[src/rtl/ttt_pkg.sv]
// Shared encodings for the tic-tac-toe move path: cell values, winner codes,
// keypad codes and the table of the eight winning lines.
package ttt_pkg;

    localparam logic [1:0] CELL_EMPTY = 2'd0;
    localparam logic [1:0] CELL_P1    = 2'd1;
    localparam logic [1:0] CELL_P2    = 2'd2;

    localparam logic [1:0] WIN_NONE   = 2'd0;
    localparam logic [1:0] WIN_DRAW   = 2'd3;

    // Keypad codes are row*3+col; 0..8 are board cells, 10 and 11 are ignored keys.
    localparam logic [3:0] KEY_LAST_CELL = 4'd8;
    localparam logic [3:0] KEY_NEW_GAME  = 4'd9;
    localparam logic [3:0] KEY_LAST_REAL = 4'd11;
    localparam logic [3:0] KEY_NONE      = 4'd14;
    localparam logic [3:0] KEY_MULTI     = 4'd15;

    typedef enum logic {
        DEB_ARMED,
        DEB_RELEASE
    } deb_state_t;

    localparam int WIN_LINES [8][3] = '{
        '{0, 1, 2}, '{3, 4, 5}, '{6, 7, 8},
        '{0, 3, 6}, '{1, 4, 7}, '{2, 5, 8},
        '{0, 4, 8}, '{2, 4, 6}
    };

    // A completed line gives that player; a full board with no line is a draw.
    function automatic logic [1:0] calc_winner(input logic [17:0] b);
        logic [1:0] w;
        logic [1:0] a;
        logic       full;
        w    = WIN_NONE;
        full = 1'b1;
        for (int i = 0; i < 9; i++) begin
            if (b[2*i +: 2] == CELL_EMPTY) full = 1'b0;
        end
        for (int l = 0; l < 8; l++) begin
            a = b[2*WIN_LINES[l][0] +: 2];
            if (a != CELL_EMPTY && a == b[2*WIN_LINES[l][1] +: 2] &&
                a == b[2*WIN_LINES[l][2] +: 2]) begin
                w = a;
            end
        end
        if (w == WIN_NONE && full) w = WIN_DRAW;
        return w;
    endfunction

endpackage

[src/rtl/keypad_scanner.sv]
// 4x3 keypad scanner: column synchroniser, row rotation, per-scan key code and
// press/release debounce producing a single key_valid pulse per press.
//
//  state       | meaning
//  DEB_ARMED   | waiting for DEB_SCANS identical scans of one valid key
//  DEB_RELEASE | key accepted; waiting for DEB_SCANS consecutive empty scans
module keypad_scanner
    import ttt_pkg::*;
#(
    parameter int SCAN_DIV  = 12500,
    parameter int DEB_SCANS = 4
) (
    input  logic       clk,
    input  logic       rst,
    input  logic [2:0] key_col,
    output logic [3:0] key_row,
    output logic       key_valid,
    output logic [3:0] key_code
);

    localparam int DIV_W = (SCAN_DIV > 1) ? $clog2(SCAN_DIV) : 1;
    localparam int CNT_W = $clog2(DEB_SCANS + 1);
    localparam logic [DIV_W-1:0] DIV_LAST = DIV_W'(SCAN_DIV - 1);
    localparam logic [CNT_W-1:0] CNT_MAX  = CNT_W'(DEB_SCANS);

    logic [2:0]       col_meta;
    logic [2:0]       col_sync;
    logic [DIV_W-1:0] div_cnt;
    logic [8:0]       scan_bits;
    logic [CNT_W-1:0] stable_cnt;
    logic [CNT_W-1:0] cnt_inc;
    logic [3:0]       prev_code;
    logic [3:0]       scan_code;
    logic [3:0]       hit_cnt;
    logic [11:0]      scan_all;
    logic             div_tc;
    logic             scan_done;
    deb_state_t       state;

    assign div_tc    = (div_cnt == DIV_LAST);
    assign scan_done = div_tc && key_row[3];
    // Row 3 is never stored: its columns are used live at the end of the scan.
    assign scan_all  = {col_sync, scan_bits};

    // Two-flop synchroniser for the asynchronous column inputs.
    always_ff @(posedge clk or posedge rst) begin
        if (rst) begin
            col_meta <= '0;
            col_sync <= '0;
        end else begin
            col_meta <= key_col;
            col_sync <= col_meta;
        end
    end

    // Row slot timer, row rotation and capture of rows 0..2 at the end of each slot.
    always_ff @(posedge clk or posedge rst) begin
        if (rst) begin
            div_cnt   <= '0;
            key_row   <= 4'b0001;
            scan_bits <= '0;
        end else if (div_tc) begin
            div_cnt <= '0;
            key_row <= {key_row[2:0], key_row[3]};
            if (key_row[0]) scan_bits[2:0] <= col_sync;
            if (key_row[1]) scan_bits[5:3] <= col_sync;
            if (key_row[2]) scan_bits[8:6] <= col_sync;
        end else begin
            div_cnt <= div_cnt + DIV_W'(1);
        end
    end

    // Reduce the 12 sampled switches to one code, NONE or MULTI.
    always_comb begin
        scan_code = KEY_NONE;
        hit_cnt   = '0;
        for (int i = 0; i < 12; i++) begin
            if (scan_all[i]) begin
                hit_cnt   = hit_cnt + 4'd1;
                scan_code = 4'(i);
            end
        end
        if (hit_cnt > 4'd1) scan_code = KEY_MULTI;
    end

    // Saturating stability count for the armed state.
    always_comb begin
        cnt_inc = CNT_W'(1);
        if (scan_code == prev_code) begin
            cnt_inc = (stable_cnt == CNT_MAX) ? stable_cnt : stable_cnt + CNT_W'(1);
        end
    end

    // Debounce FSM; evaluated once per completed scan.
    always_ff @(posedge clk or posedge rst) begin
        if (rst) begin
            state      <= DEB_ARMED;
            stable_cnt <= '0;
            prev_code  <= KEY_NONE;
            key_valid  <= 1'b0;
            key_code   <= KEY_NONE;
        end else begin
            key_valid <= 1'b0;
            if (scan_done) begin
                case (state)
                    DEB_ARMED: begin
                        prev_code <= scan_code;
                        if (scan_code <= KEY_LAST_REAL && cnt_inc == CNT_MAX) begin
                            key_valid  <= 1'b1;
                            key_code   <= scan_code;
                            stable_cnt <= '0;
                            state      <= DEB_RELEASE;
                        end else begin
                            stable_cnt <= cnt_inc;
                        end
                    end
                    DEB_RELEASE: begin
                        if (scan_code != KEY_NONE) begin
                            stable_cnt <= '0;
                        end else if (stable_cnt + CNT_W'(1) == CNT_MAX) begin
                            stable_cnt <= '0;
                            prev_code  <= KEY_NONE;
                            state      <= DEB_ARMED;
                        end else begin
                            stable_cnt <= stable_cnt + CNT_W'(1);
                        end
                    end
                    default: state <= DEB_ARMED;
                endcase
            end
        end
    end

endmodule

[src/rtl/ttt_move_ctrl.sv]
// Tic-tac-toe move controller: applies debounced keypad presses to the board,
// tracks the turn and latches the winner until a new game.
module ttt_move_ctrl
    import ttt_pkg::*;
#(
    parameter int SCAN_DIV  = 12500,
    parameter int DEB_SCANS = 4
) (
    input  logic        clk,
    input  logic        rst,
    input  logic [2:0]  key_col,
    output logic [3:0]  key_row,
    output logic [17:0] board,
    output logic        turn,
    output logic [1:0]  winner,
    output logic        move_ok,
    output logic        move_err
);

    logic       key_valid;
    logic [3:0] key_code;
    logic       cell_key;
    logic       new_game;
    logic [1:0] cur_cell;

    keypad_scanner #(
        .SCAN_DIV  (SCAN_DIV),
        .DEB_SCANS (DEB_SCANS)
    ) u_scanner (
        .clk       (clk),
        .rst       (rst),
        .key_col   (key_col),
        .key_row   (key_row),
        .key_valid (key_valid),
        .key_code  (key_code)
    );

    assign cell_key = (key_code <= KEY_LAST_CELL);
    assign new_game = key_valid && (key_code == KEY_NEW_GAME);

    // Current contents of the cell addressed by the pressed key.
    always_comb begin
        cur_cell = CELL_EMPTY;
        for (int i = 0; i < 9; i++) begin
            if (key_code == 4'(i)) cur_cell = board[2*i +: 2];
        end
    end

    // Apply an accepted key: new game, legal move or rejected move.
    always_ff @(posedge clk or posedge rst) begin
        if (rst) begin
            board    <= '0;
            turn     <= 1'b0;
            move_ok  <= 1'b0;
            move_err <= 1'b0;
        end else begin
            move_ok  <= 1'b0;
            move_err <= 1'b0;
            if (new_game) begin
                board <= '0;
                turn  <= 1'b0;
            end else if (key_valid && cell_key) begin
                if (winner != WIN_NONE || cur_cell != CELL_EMPTY) begin
                    move_err <= 1'b1;
                end else begin
                    for (int i = 0; i < 9; i++) begin
                        if (key_code == 4'(i)) board[2*i +: 2] <= turn ? CELL_P2 : CELL_P1;
                    end
                    turn    <= ~turn;
                    move_ok <= 1'b1;
                end
            end
        end
    end

    // Winner follows the board by one clock and sticks until a new game.
    always_ff @(posedge clk or posedge rst) begin
        if (rst) begin
            winner <= WIN_NONE;
        end else if (new_game) begin
            winner <= WIN_NONE;
        end else if (winner == WIN_NONE) begin
            winner <= calc_winner(board);
        end
    end

endmodule

[config.mk]
export PLATFORM = sky130hd
export DESIGN_NAME = ttt_move_ctrl
export DESIGN_NICKNAME = d
export VERILOG_FILES = /design/src/rtl/ttt_pkg.sv /design/src/rtl/keypad_scanner.sv /design/src/rtl/ttt_move_ctrl.sv
export SDC_FILE = /design/constraint.sdc
export NUM_CORES = 1
export LEC_CHECK = 0
export CAP_MARGIN = 25
export CORE_MARGIN = 4
export CORE_UTILIZATION = 54
export DETAILED_ROUTE_END_ITERATION = 8
export PLACE_DENSITY = 0.82
export SETUP_SLACK_MARGIN = 0.2
export SYNTH_ARGS = -nofsm -noshare
export SYNTH_HDL_FRONTEND = slang
export SYNTH_SLANG_ARGS = --single-unit
[constraint.sdc]
create_clock -name clk -period 6.3 [get_ports clk]
set_input_delay 1.26 -clock clk [delete_from_list [all_inputs] [get_ports clk]]
set_output_delay 1.26 -clock clk [all_outputs]
set_load 0.005 [all_outputs]
======== Word-level counts from Yosys, hierarchy flattened ========
Cells that the tools add are included.
storage, ports and cells
  register bits ........................... 69
  input bits .............................. 5
  output and inout bits ................... 27
  word-level logic and storage cells ...... 240
cells by class
  add/subtract/negate cells ............... 13
  order comparisons ....................... 3
  equality and inequality tests ........... 34
  muxes and demuxes ....................... 96
  bitwise gates (word level) .............. 2
  reductions and logical operators ........ 67
operators with widths
  kind                     number
  $mux W4                  26
  $mux W2                  32
  $mux W18                 3
  $add A4 B1 Y4 const B    10
  $reduce_bool A2 Y1       18
  $reduce_and A3 Y1        11
  $eq A2 B2 Y1             16
  $mux W1                  26
  $logic_not A2 Y1         11
  $logic_and A1 B1 Y1      21
  $eq A4 B3 Y1 const B     4
  $mux W3                  5
  $add A14 B1 Y14 const B  1
  $eq A14 B14 Y1 const B   1
  $mux W14                 1
  $eq A3 B3 Y1 const B     3
  $eq A4 B2 Y1 const B     2
  $eq A4 B4 Y1 const B     2
  $le A4 B4 Y1 const B     2
  $pmux W4 S2              1
  $reduce_and A2 Y1        4
  $ne A2 B2 Y1 const B     3
  $pmux W3 S2              1
  $eq A4 B1 Y1 const B     1
  9 further kinds          10

======== Longest topological paths before layout ========
  depth after elaboration ................. 32
  gate-level depth with buffers ........... 35
  mapped depth without buffers ............ 35

======== Hierarchy ========
Synthesis repeated with hierarchy kept, for this count alone.
unflattened totals
  cells, all modules ...................... 575
  area total of the unflattened synthesis .. 5,107.4 sq um
modules (own cells, without submodules)
  module          times used  cells each  area each (sq um)  sequential area each (sq um)
  keypad_scanner  1           373         3,474.6            1,159.9
  ttt_move_ctrl   1           202         1,632.8            575.6

======== Worst setup path before layout ========
Ideal clock, no wire load.
  path type ............................... reg2reg
  start point ............................. register u_scanner.scan_bits[0]
  end point ............................... register u_scanner.stable_cnt[0]
  setup time .............................. 0.126 ns
  arrival time ............................ 6.091 ns
  required time ........................... 6.174 ns
  slack ................................... 0.082 ns
  stages on the path, launching flop included .. 35
  buffers on the path ..................... 1
  clock period less this slack ............ 6.218 ns
  path through ............................ dfrtp_1 -> inv_1 -> ha_1 -> buf_4 -> xor2_1 -> ha_1 -> xnor2_1 -> nand2_1 -> o21ai_0 -> xor2_1 -> nand2_1 -> o21ai_0 -> ha_1 -> nand2_1 -> nand2_1 -> xnor2_1 -> nand2_1 -> o21ai_0 -> ha_1 -> a22oi_1 -> xor2_1 -> mux2i_1 -> ha_1 -> nand2_1 -> o21ai_0 -> o221ai_1 -> nand2_1 -> ha_1 -> nor2b_1 -> a21boi_0 -> or2_2 -> a21oi_1 -> xnor2_1 -> or3_4 -> a221o_1
on the way
  word-level cells in the longest chain between the ends .. 31
  elaborated cells on any way between the ends .. 46
  those cells by class .................... add/sub: 11; order compare: 2; eq/ne: 3; mux: 29; reduce/logical: 1
RTL lines
  element                 RTL line               text
  from (decl)             keypad_scanner.sv:29   logic [8:0] scan_bits;
  from (signal assigned)  keypad_scanner.sv:65   if (key_row[0]) scan_bits[2:0] <= col_sync;
  $mux W1                 keypad_scanner.sv:78   if (scan_all[i]) begin
  $add A1 B1 Y2           keypad_scanner.sv:79   hit_cnt = hit_cnt + 4'd1;
  $mux W4                 keypad_scanner.sv:78
  $add A4 B1 Y4           keypad_scanner.sv:79
  $mux W4                 keypad_scanner.sv:78
  $add A4 B1 Y4           keypad_scanner.sv:79
  $mux W4                 keypad_scanner.sv:78
  $add A4 B1 Y4           keypad_scanner.sv:79
  [15 not listed]         -
  $gt A4 B1 Y1            keypad_scanner.sv:83   if (hit_cnt > 4'd1) scan_code = KEY_MULTI;
  $mux W4 *               keypad_scanner.sv:83
  $eq A4 B4 Y1            keypad_scanner.sv:89   if (scan_code == prev_code) begin
  $mux W3                 keypad_scanner.sv:89
  $eq A3 B3 Y1            keypad_scanner.sv:108  if (scan_code <= KEY_LAST_REAL && cnt_inc == CNT_MAX) begin
  $logic_and A1 B1 Y1     keypad_scanner.sv:108
  $mux W3                 keypad_scanner.sv:108
  $pmux W3 S2 *           keypad_scanner.sv:105  case (state)
  to (signal assigned)    keypad_scanner.sv:114  stable_cnt <= cnt_inc;
  to (signal assigned)    keypad_scanner.sv:125  stable_cnt <= stable_cnt + CNT_W'(1);
  to (decl)               keypad_scanner.sv:30   logic [CNT_W-1:0] stable_cnt;
Every way passes the cells marked *; elsewhere a longest branch is shown, timed or not.
A chain may end at the register's enable or synchronous reset.

======== Worst setup path in the final report ========
  start point ............................. register u_scanner.scan_bits[0]
  end point ............................... register u_scanner.key_code[1]
on the way
  word-level cells in the longest chain between the ends .. 30
  elaborated cells on any way between the ends .. 43
  those cells by class .................... add/sub: 11; order compare: 2; eq/ne: 2; mux: 26; reduce/logical: 2
RTL lines
  element                             RTL line               text
  $mux W1                             keypad_scanner.sv:78
  $add A1 B1 Y2                       keypad_scanner.sv:79
  $mux W4                             keypad_scanner.sv:78
  $add A4 B1 Y4                       keypad_scanner.sv:79
  $mux W4                             keypad_scanner.sv:78
  $add A4 B1 Y4                       keypad_scanner.sv:79
  $mux W4                             keypad_scanner.sv:78
  $add A4 B1 Y4                       keypad_scanner.sv:79
  [14 not listed]                     -
  $mux W4                             keypad_scanner.sv:78
  $gt A4 B1 Y1                        keypad_scanner.sv:83
  $mux W4 *                           keypad_scanner.sv:83
  $eq A4 B4 Y1                        keypad_scanner.sv:89
  $mux W3                             keypad_scanner.sv:89
  $eq A3 B3 Y1                        keypad_scanner.sv:108
  $logic_and A1 B1 Y1                 keypad_scanner.sv:108
  $reduce_and A3 Y1 (no source line)  -
  to (signal assigned)                keypad_scanner.sv:110  key_code <= scan_code;
  to (decl)                           keypad_scanner.sv:18   output logic [3:0] key_code
Marks and branches as above.

==> impl_metrics.csv <==
group,metric,value,unit
outcome,outcome,"finished, violations left",
outcome,violations,"negative setup slack",
cts,clockRootBuffer,"clkbuf_8",
min_path,hold_class,"reg -> reg",
timing,setup_tns,-1437,ps
timing,setup_slack,-219.9,ps
timing,final-setup-viol-count,13,
setup_path,crit_fanout,4,
timing,slew_headroom,43.63,%
layout,syn_to_final_growth,27.75,%
layout,utilization,71.26,%
cts,htreeDepth,3,
cts,numClockSinks,69,
placement,pre_cts_ws,-357.5,ps
yosys,syn_area,4888,µm²
floorplanning,pin_count,32,
route,firstDrtPassIters,5,
placement,hpwl,8542,µm
yosys,synth-seq-area-share,35.50,%
floorplanning,die_area,10640,µm²
yosys,synth_nets,597,
timing,fmax,153.4,MHz
floorplanning,placeableCoreArea,8763,µm²
yosys,synth_flop_cell,"dfrtp_1",
yosys,synth-async-reset-ratio,100.0,%
global_route,grt_max_degree,70,
global_route,grt_pass1_vias,4550,
setup_path,crit_slowest_cell,"or4_4",
power,finalPower,0.8145,mW
route,ant_nets,0,
power,peakVddDrop,0.0001520,V
route,wire_per_inst,17.37,µm
timing,skew,12.73,ps
cts,cts_tree,"built",
global_route,grt_pass1_wl,21430,µm
floorplanning,die_w,103.1,µm
yosys,synth_seq_cells,69,
cts,path_clk_slew,80,ps
route,routed_wl,13410,µm
route,vias,4712,
yosys,synthDistinctLibCells,69,
job,maxCapViolations,0,
floorplanning,fp.dieH,103.1,µm
timing,period_needed,6520,ps
placement,placement.io_buffers,31,
yosys,syn_inst,575,
setup_path,cp-start-kind,"flop",
setup_path,crit_required,6570,ps
route,remaining_drc_errors,0,
route,via_per_inst,6.104,
cts,ctsLongestPathBuffers,2,
power,power_leakage,2.741,nW
placement,dp_cells,728,
layout,n_fill_cell,606,
global_route,grt_overflow,0,
yosys,synth_area_per_cell,8.502,µm²
timing,period_share,103.5,%
floorplanning,rows,34,
cts,cts_made_buffers,9,
setup_path,crit_arrival,6790,ps
setup_path,critPathKind,"reg -> reg",
layout,final_cell_mix,"69 x nand2_1, 62 x dfrtp_1, 61 x buf_4, 55 x nor2_1, 31 x clkdlybuf4s50_1",
setup_path,crit_top_cell,"nand2_1",
yosys,synth_edf_count,0,
layout,final_common_cell,"nand2_1",
timing,timing_hold_violations_final,0,
global_route,antenna_found_initial,0,
placement,place_congestion,0.9410,
layout,n_antenna_cell,0,
yosys,ys_warn_count,0,
layout,fin_nets,681,
setup_path,slowest_delay,570,ps
layout,fin_cells,772,
cts,clock_latency,350,ps
route,drt_iter0_drc,381,
power,p_per_area,130.4,nW/µm²
timing,drv_slew,0,
layout,drive_above_1_share,22.89,%
floorplanning,initial_core_util,55.78,%
setup_path,worstSetupEndpointType,"flop",
timing,grt_setup_unrepaired,"yes",
global_route,grt_usage,25.15,%
timing,worstMarginPinSlew,845.6,ps
[where the power goes]
group | total, mW | switching, mW | internal, mW
combinational | 0.0588 | 0.0348 | 0.0240
sequential | 0.447 | 0.00244 | 0.445
clock | 0.308 | 0.167 | 0.142
total | 0.814 | 0.204 | 0.611
[cell type report]
cell class	instances	area [µm²]	area share (%)
multi-input combinational	457	3296	52.77
sequential	69	1735	27.79
timing repair buffer	97	824.5	13.20
clock buffer	12	135.1	2.164
tap	108	135.1	2.164
inverter	25	93.84	1.503
clock inverter	4	25.02	0.4007
[layer usage]
layer | part of all wire, % | global-route usage, % | routed length, µm | vias to the layer above
li1 | - | - | - | 2225
met1 | 42 | 33.72 | 5660 | 2244
met2 | 49 | 42.43 | 6552 | 205
met3 | 6.2 | 3.857 | 834 | 38
met4 | 2.7 | 7.072 | 360 | 0
met5 | 0 | 0 | 0 | -
[worst paths after layout]
kind,start,to,slack [ps],depth (start not counted)
worst max-delay path,u_scanner.scan_bits[0],u_scanner.key_code[1],-220,33
worst min-delay path,u_scanner.col_meta[1],u_scanner.col_sync[1],350,0
worst max register to register,u_scanner.scan_bits[0],u_scanner.key_code[1],-220,33
worst min register to register,u_scanner.col_meta[1],u_scanner.col_sync[1],350,0
max in group asynchronous,rst,u_scanner.scan_bits[6],4280,3
min in group asynchronous,rst,u_scanner.div_cnt[7],1480,3
[worst max-delay path, delay by kind of cell, from the launching register on]
family / cells / cell delay (ps)
adder cells (fa/ha/maj): 5 / 1350
multiplexers: 2 / 340
AO/OA/AOI/OAI: 8 / 1070
buffers and inverters: 2 / 250
flip-flops: 1 / 410
XOR/XNOR: 5 / 950
AND/OR/NAND/NOR: 11 / 2050
[kinds of logic after synthesis]
kind of cell / after synthesis / synth area share [%]
buf+inv: 49 / 3.916
xor+xnor: 48 / 10.67
simple gates: 251 / 25.36
fa+ha+maj: 17 / 4.351
mux: 10 / 2.150
compound gates: 131 / 18.04
flops: 69 / 35.50
[cell usage after synthesis (5+ instances only)]
master	count	area share, %
a21oi_1	27	2.8
xnor2_1	20	3.6
nand3_1	29	3.0
nand2_1	71	5.5
a211o_1	5	0.90
inv_1	25	1.9
clkbuf_1	19	1.5
dfrtp_1	62	32
or2_2	5	0.64
a2bb2oi_1	5	0.90
o21ai_0	34	3.5
nor2_1	58	4.5
xor2_1	21	3.8
a22o_1	6	1.1
nand4_1	10	1.3
or3_1	15	1.9
nor3_1	13	1.3
and2_1	9	1.2
nor2b_1	8	1.0
and3_1	10	1.3
o31ai_1	7	1.1
dfstp_2	7	3.8
ha_1	17	4.4
mux2i_1	6	1.2
a31oi_1	6	0.77
[stage by stage]
stage,instance area [µm²],hold slack (ps)
final,6245,350.6
after global routing,6245,363.7
after CTS,6075,351.3
after detailed placement,5557,334.7
after global placement,5557,335.6
after floorplan,4923,331.2
[state kept, by name, summed over array words and instances (netlist names)]
name / flops
u_scanner.stable_cnt: 3
board: 18
move_err: 1
turn: 1
u_scanner.state: 1
u_scanner.col_sync: 3
u_scanner.key_valid: 1
winner: 2
u_scanner.div_cnt: 14
move_ok: 1
u_scanner.key_code: 4
u_scanner.key_row: 4
u_scanner.prev_code: 4
u_scanner.col_meta: 3
u_scanner.scan_bits: 9
[timing repair]
action	CTS	global route
pin swaps	28	9
buffers inserted	21	7
resized for setup	43	18
setup endpoints to repair	13	13
hold buffers	0	0
No activity file was read; power rests on OpenSTA's default activity.
